==> src/rtl/bcd_convert_sequencer.sv <==
// Time-shares one combinational BCD code converter across a DIGITS-wide word, one digit per clock.
// Define BCD_SEQ_ERR_CHECK_EN to flag any input digit above 9 on out_err (otherwise out_err is 0).
module bcd_convert_sequencer #(
    parameter int DIGITS = 4,
    parameter int IDXW   = 4
) (
    input  logic                  clk,
    input  logic                  rst,
    input  logic                  in_valid,
    output logic                  in_ready,
    input  logic [4*DIGITS-1:0]   in_data,
    output logic [3:0]            conv_in,
    input  logic [3:0]            conv_out,
    output logic                  out_valid,
    input  logic                  out_ready,
    output logic [4*DIGITS-1:0]   out_data,
    output logic                  out_err,
    output logic                  busy
);

    localparam logic [1:0] ST_IDLE = 2'd0;
    localparam logic [1:0] ST_CONV = 2'd1;
    localparam logic [1:0] ST_DONE = 2'd2;

    logic [1:0]          state_q, state_d;
    logic [IDXW-1:0]     idx_q, idx_d;
    logic [4*DIGITS-1:0] word_q, word_d;
    logic [4*DIGITS-1:0] data_q, data_d;
    logic [3:0]          cur_digit;
    logic                accept;

    assign in_ready  = (state_q == ST_IDLE) && !rst;
    assign accept    = in_valid && in_ready;
    assign busy      = (state_q != ST_IDLE);
    assign out_valid = (state_q == ST_DONE);
    assign out_data  = data_q;
    assign conv_in   = (state_q == ST_CONV) ? cur_digit : 4'd0;

    // Digit mux built as a compare loop so the index never needs widening into a bit offset.
    always_comb begin
        cur_digit = 4'd0;
        for (int k = 0; k < DIGITS; k++) begin
            if (idx_q == IDXW'(k)) cur_digit = word_q[4*k +: 4];
        end
    end

    always_comb begin
        // NOTE: every variable gets a default first so no path leaves it unassigned (no latches).
        state_d = state_q;
        idx_d   = idx_q;
        word_d  = word_q;
        data_d  = data_q;
        case (state_q)
            ST_IDLE: begin
                if (accept) begin
                    word_d  = in_data;
                    data_d  = '0;
                    idx_d   = '0;
                    state_d = ST_CONV;
                end
            end
            ST_CONV: begin
                for (int k = 0; k < DIGITS; k++) begin
                    if (idx_q == IDXW'(k)) data_d[4*k +: 4] = conv_out;
                end
                if (idx_q == IDXW'(DIGITS - 1)) begin
                    idx_d   = '0;
                    state_d = ST_DONE;
                end else begin
                    idx_d = idx_q + IDXW'(1);
                end
            end
            ST_DONE: begin
                if (out_ready) state_d = ST_IDLE;
            end
            default: state_d = ST_IDLE;
        endcase
    end

    always_ff @(posedge clk or posedge rst) begin
        if (rst) begin
            state_q <= ST_IDLE;
            idx_q   <= '0;
            word_q  <= '0;
            data_q  <= '0;
        end else begin
            // NOTE: sequential state uses non-blocking assignments so all registers update together.
            state_q <= state_d;
            idx_q   <= idx_d;
            word_q  <= word_d;
            data_q  <= data_d;
        end
    end

`ifdef BCD_SEQ_ERR_CHECK_EN
    logic err_q, err_d;

    // Sticky across the word; the raw converter result is still stored for bad digits.
    always_comb begin
        err_d = err_q;
        if (accept) begin
            err_d = 1'b0;
        end else if ((state_q == ST_CONV) && (cur_digit > 4'd9)) begin
            err_d = 1'b1;
        end
    end

    always_ff @(posedge clk or posedge rst) begin
        if (rst) begin
            err_q <= 1'b0;
        end else begin
            err_q <= err_d;
        end
    end

    assign out_err = err_q;
`else
    assign out_err = 1'b0;
`endif

endmodule

==> config.mk <==
export PLATFORM = sky130hd
export DESIGN_NAME = bcd_convert_sequencer
export DESIGN_NICKNAME = d
export VERILOG_FILES = /design/src/rtl/bcd_convert_sequencer.sv
export SDC_FILE = /design/constraint.sdc
export NUM_CORES = 1
export LEC_CHECK = 0
export ABC_AREA = 1
export CORE_ASPECT_RATIO = 0.5
export CORE_MARGIN = 2
export CORE_UTILIZATION = 43
export DETAILED_ROUTE_END_ITERATION = 7
export GPL_TIMING_DRIVEN = 0
export MAX_ROUTING_LAYER = met4
export PLACE_DENSITY = 0.71
export SLEW_MARGIN = 30
export SYNTH_ARGS = -nofsm -noshare
export SYNTH_HDL_FRONTEND = slang
export SYNTH_SLANG_ARGS = --single-unit
==> constraint.sdc <==
create_clock -name clk -period 1.7 [get_ports clk]
set_input_delay 0.34 -clock clk [delete_from_list [all_inputs] [get_ports clk]]
set_output_delay 0.34 -clock clk [all_outputs]
set_load 0.02 [all_outputs]
==> flow_summary.ini <==
[status]
status = finished, violations left
violations = negative setup slack

[final_layout]
fin_util_pct = 63.2
diodes = 0
drive_gt1_share_pct = 21.9
syn2layout_area_growth_pct = 43.5
final_area_um2 = 2730
fin_cells = 354
nets = 324
fillers = 378

[grt]
grt.total_usage_pct = 21.3
antenna_found_initial = 0
overflow = 0
grt_max_degree = 20
grt_pass1_wl_mm = 8.07
first_global_vias = 1712

[cts]
cts_tree = yes
hold_buffers = 0
clockBufferDepth = 2
root_buffer = clkbuf_8
h-tree-depth = 2
clkTransAtPathRegs_ns = 0.08
numCtsBuffers = 5
clock_latency_ns = 0.30
cts_sinks = 38

[placed_design]
placed_area_um2 = 2450
portBuffers = 46
dp.final_hpwl_mm = 3.00
gp_congestion = 0.829
dp_slack_ns = -0.991
dp.cells = 333

[logic_synthesis]
yosys_most_used_dff = dfrtp_1
yosys.area_share.adder_pct = 2.63
syn_inst = 230
synth_edf_count = 0
synth_top_family_by_area = simple AND/OR/NAND/NOR gates
synth_xor_area_share_pct = 0.920
synth_top_area_share_pct = 50.0
syn_area_per_cell_um2 = 8.27
ys_top_cells_by_area = dfrtp_1, nand2_1, inv_1
synthSimpleGateAreaFrac_pct = 26.2
ys_seq_area_share_pct = 50.0
synth_top_area_cell = dfrtp_1
synth.area.mux_share_pct = 0
netlist_area_um2 = 1900
yosys_warnings = 0
synth-compound-area-share_pct = 10.7
ys_ff_latch = 38
synth_cell_types = 24
async_reset_ff_share_pct = 100
syn-num-nets = 258

[sta]
rsz0062_at_grt = yes
timing_worst_slew_pin_value_ns = 0.569
slew_violations = 0
slew_headroom_pct = 61.9
hold_violations = 0
fin_setup_tns_ns = -0.842
finalSetupViolations = 4
layout_setup_ws_ns = -0.235
post-route-period-util_pct = 114
finClkSkew_ns = 0.00980
period_needed_ns = 1.94
timing.fmax_mhz = 517

[route]
drt_iter0_drc = 146
drt-pass1-iter-count = 4
vias_per_cell = 4.84
final_antenna_net_count = 0
vias = 1715
wl_per_cell_um = 13.1
drc = 0
wirelength_mm = 4.62

[power_and_ir_drop]
p_sw_uw = 2270
pwr-share-clk_pct = 14.6
swShare_pct = 43.3
leakage_uw = 0.00134
internal_power_uw = 2980
p_seq_share_pct = 30.4
ir_drop_v = 0.000989
power.density_nw_per_um2 = 1920
combPwrFrac_pct = 55.0

[worst_setup_path]
cpMostUsedCell = buf_4
crit_path_max_fanout = 9
rr_worst_depth = 8
cp.depth = 7
critical-path-max-stage-delay_ns = 0.48
start_kind = flip-flop
arrival_ns = 1.60
cp_slowest_cell = dfrtp_2
path_delay_family = flip-flops
rr_startpoint = idx_q[0]$_DFFE_PP0P_
critical_path_buf_inv_count = 3
crit_required_ns = 1.36
r2r_slack_ns = 0.16
crit_path_end_kind = primary output
crit_chain = nor2_8 > buf_4 > nand2_4 > nand2_1 > inv_1 > a21oi_2 > buf_4
r2r-end = out_data[5]$_DFFE_PP0P_
critical_path_class = flip-flop to primary output

[floorplan]
row_count = 17
start_util_pct = 44.1
die_height_um = 51.0
die_w_um = 98.1
core-area_um2 = 4320
io_pins = 48
dieArea_um2 = 5010

[flow_run]
maxCapViolCount = 0

[min_path]
hold_path_class = primary input to asynchronous set/reset pin
## per-stage QoR
| step | power (uW) | hold WS (ns) |
|---|---|---|
| 5_1_grt | 5660 | 0.256 |
| 2_1_floorplan | 3200 | 0.322 |
| 4_1_cts | 5200 | 0.482 |
| 6_report | 5240 | 0.227 |
| 3_5_place_dp | 4080 | 0.461 |
| 3_3_place_gp | 4010 | 0.460 |
## metal layers
layer	vias up	wire length [um]	track usage (%)	share of wire [%]
met2	39	2170	34.0	47
li1	861	-	-	-
met1	809	2210	27.5	48
met5	-	0	-	0
met3	6	195	4.51	4.2
met4	0	44	7.41	0.95
## power by group through the flow
stage	Sequential [uW]	Clock [uW]	Combinational (uW)
4_1_cts	1580	781	2830
6_report	1590	767	2890
3_3_place_gp	1560	0	2450
3_5_place_dp	1580	0	2510
2_1_floorplan	1710	0	1500
5_1_grt	1640	826	3190
## synthesized netlist by cell type, types with 2 or more instances
cell type and instances:
inv_1 36, buf_2 4, nor2_1 15, nand3_2 3
nand3_1 25, a21oi_1 10, dfrtp_1 38, ha_1 4
nand2_2 2, nor2_8 2, buf_4 2, nand2_1 53
o21ai_0 25
## layout by cell type (no fill, tap or decap), drive strengths merged, types with 4 or more instances in the layout
cell type      Yosys  final
ha                 4      4
nand3             29     29
nand2             56     56
clkbuf             1      6
nor2              18     18
a21oi             10     10
inv               37     36
buf                6     23
dfrtp             38     38
clkdlybuf4s50      0     38
o21ai             27     27
## final cells by class
type / instances / area [um2] / area share (%)
buffer: 6 / 42.5 / 1.56
clock buffer: 5 / 68.8 / 2.52
clock inverter: 3 / 40.0 / 1.47
inverter: 37 / 145 / 5.32
multi-input combinational: 148 / 855 / 31.3
sequential: 38 / 956 / 35.0
tap: 57 / 71.3 / 2.61
timing repair buffer: 58 / 539 / 19.8
timing repair inverter: 2 / 12.5 / 0.458
## logic make-up (layout without fill, tap and decap cells)
kind of cell	Yosys count	in the layout
flops	38	38
simple gates	103	103
fa+ha+maj	4	4
compound gates	38	38
other cells	1	1
xor+xnor	2	2
buf+inv	44	111
## sequential cells by signal, indices dropped and copies added, names as in the netlist
| register | cells |
|---|---|
| state_q | 2 |
| word_q | 16 |
| out_data | 16 |
| idx_q | 4 |
## timing repair
item | in CTS | in global routing
resized for setup | 48 | 8
endpoints found under the setup margin | 40 | 16
setup buffers | 12 | 0
gates cloned | 2 | 0
pin swaps | 12 | 3
## worst max-delay path by stage
stage | startpoint | to
after CTS | idx_q[1]$_DFFE_PP0P_ | conv_in[1]
after floorplan | idx_q[1]$_DFFE_PP0P_ | conv_in[0]
after global routing | idx_q[1]$_DFFE_PP0P_ | conv_in[1]
after global placement | rst | word_q[1]$_DFFE_PP0P_
final | idx_q[2]$_DFFE_PP0P_ | conv_in[2]
after detailed placement | rst | idx_q[2]$_DFFE_PP0P_
Power figures use the tool's default switching activity.
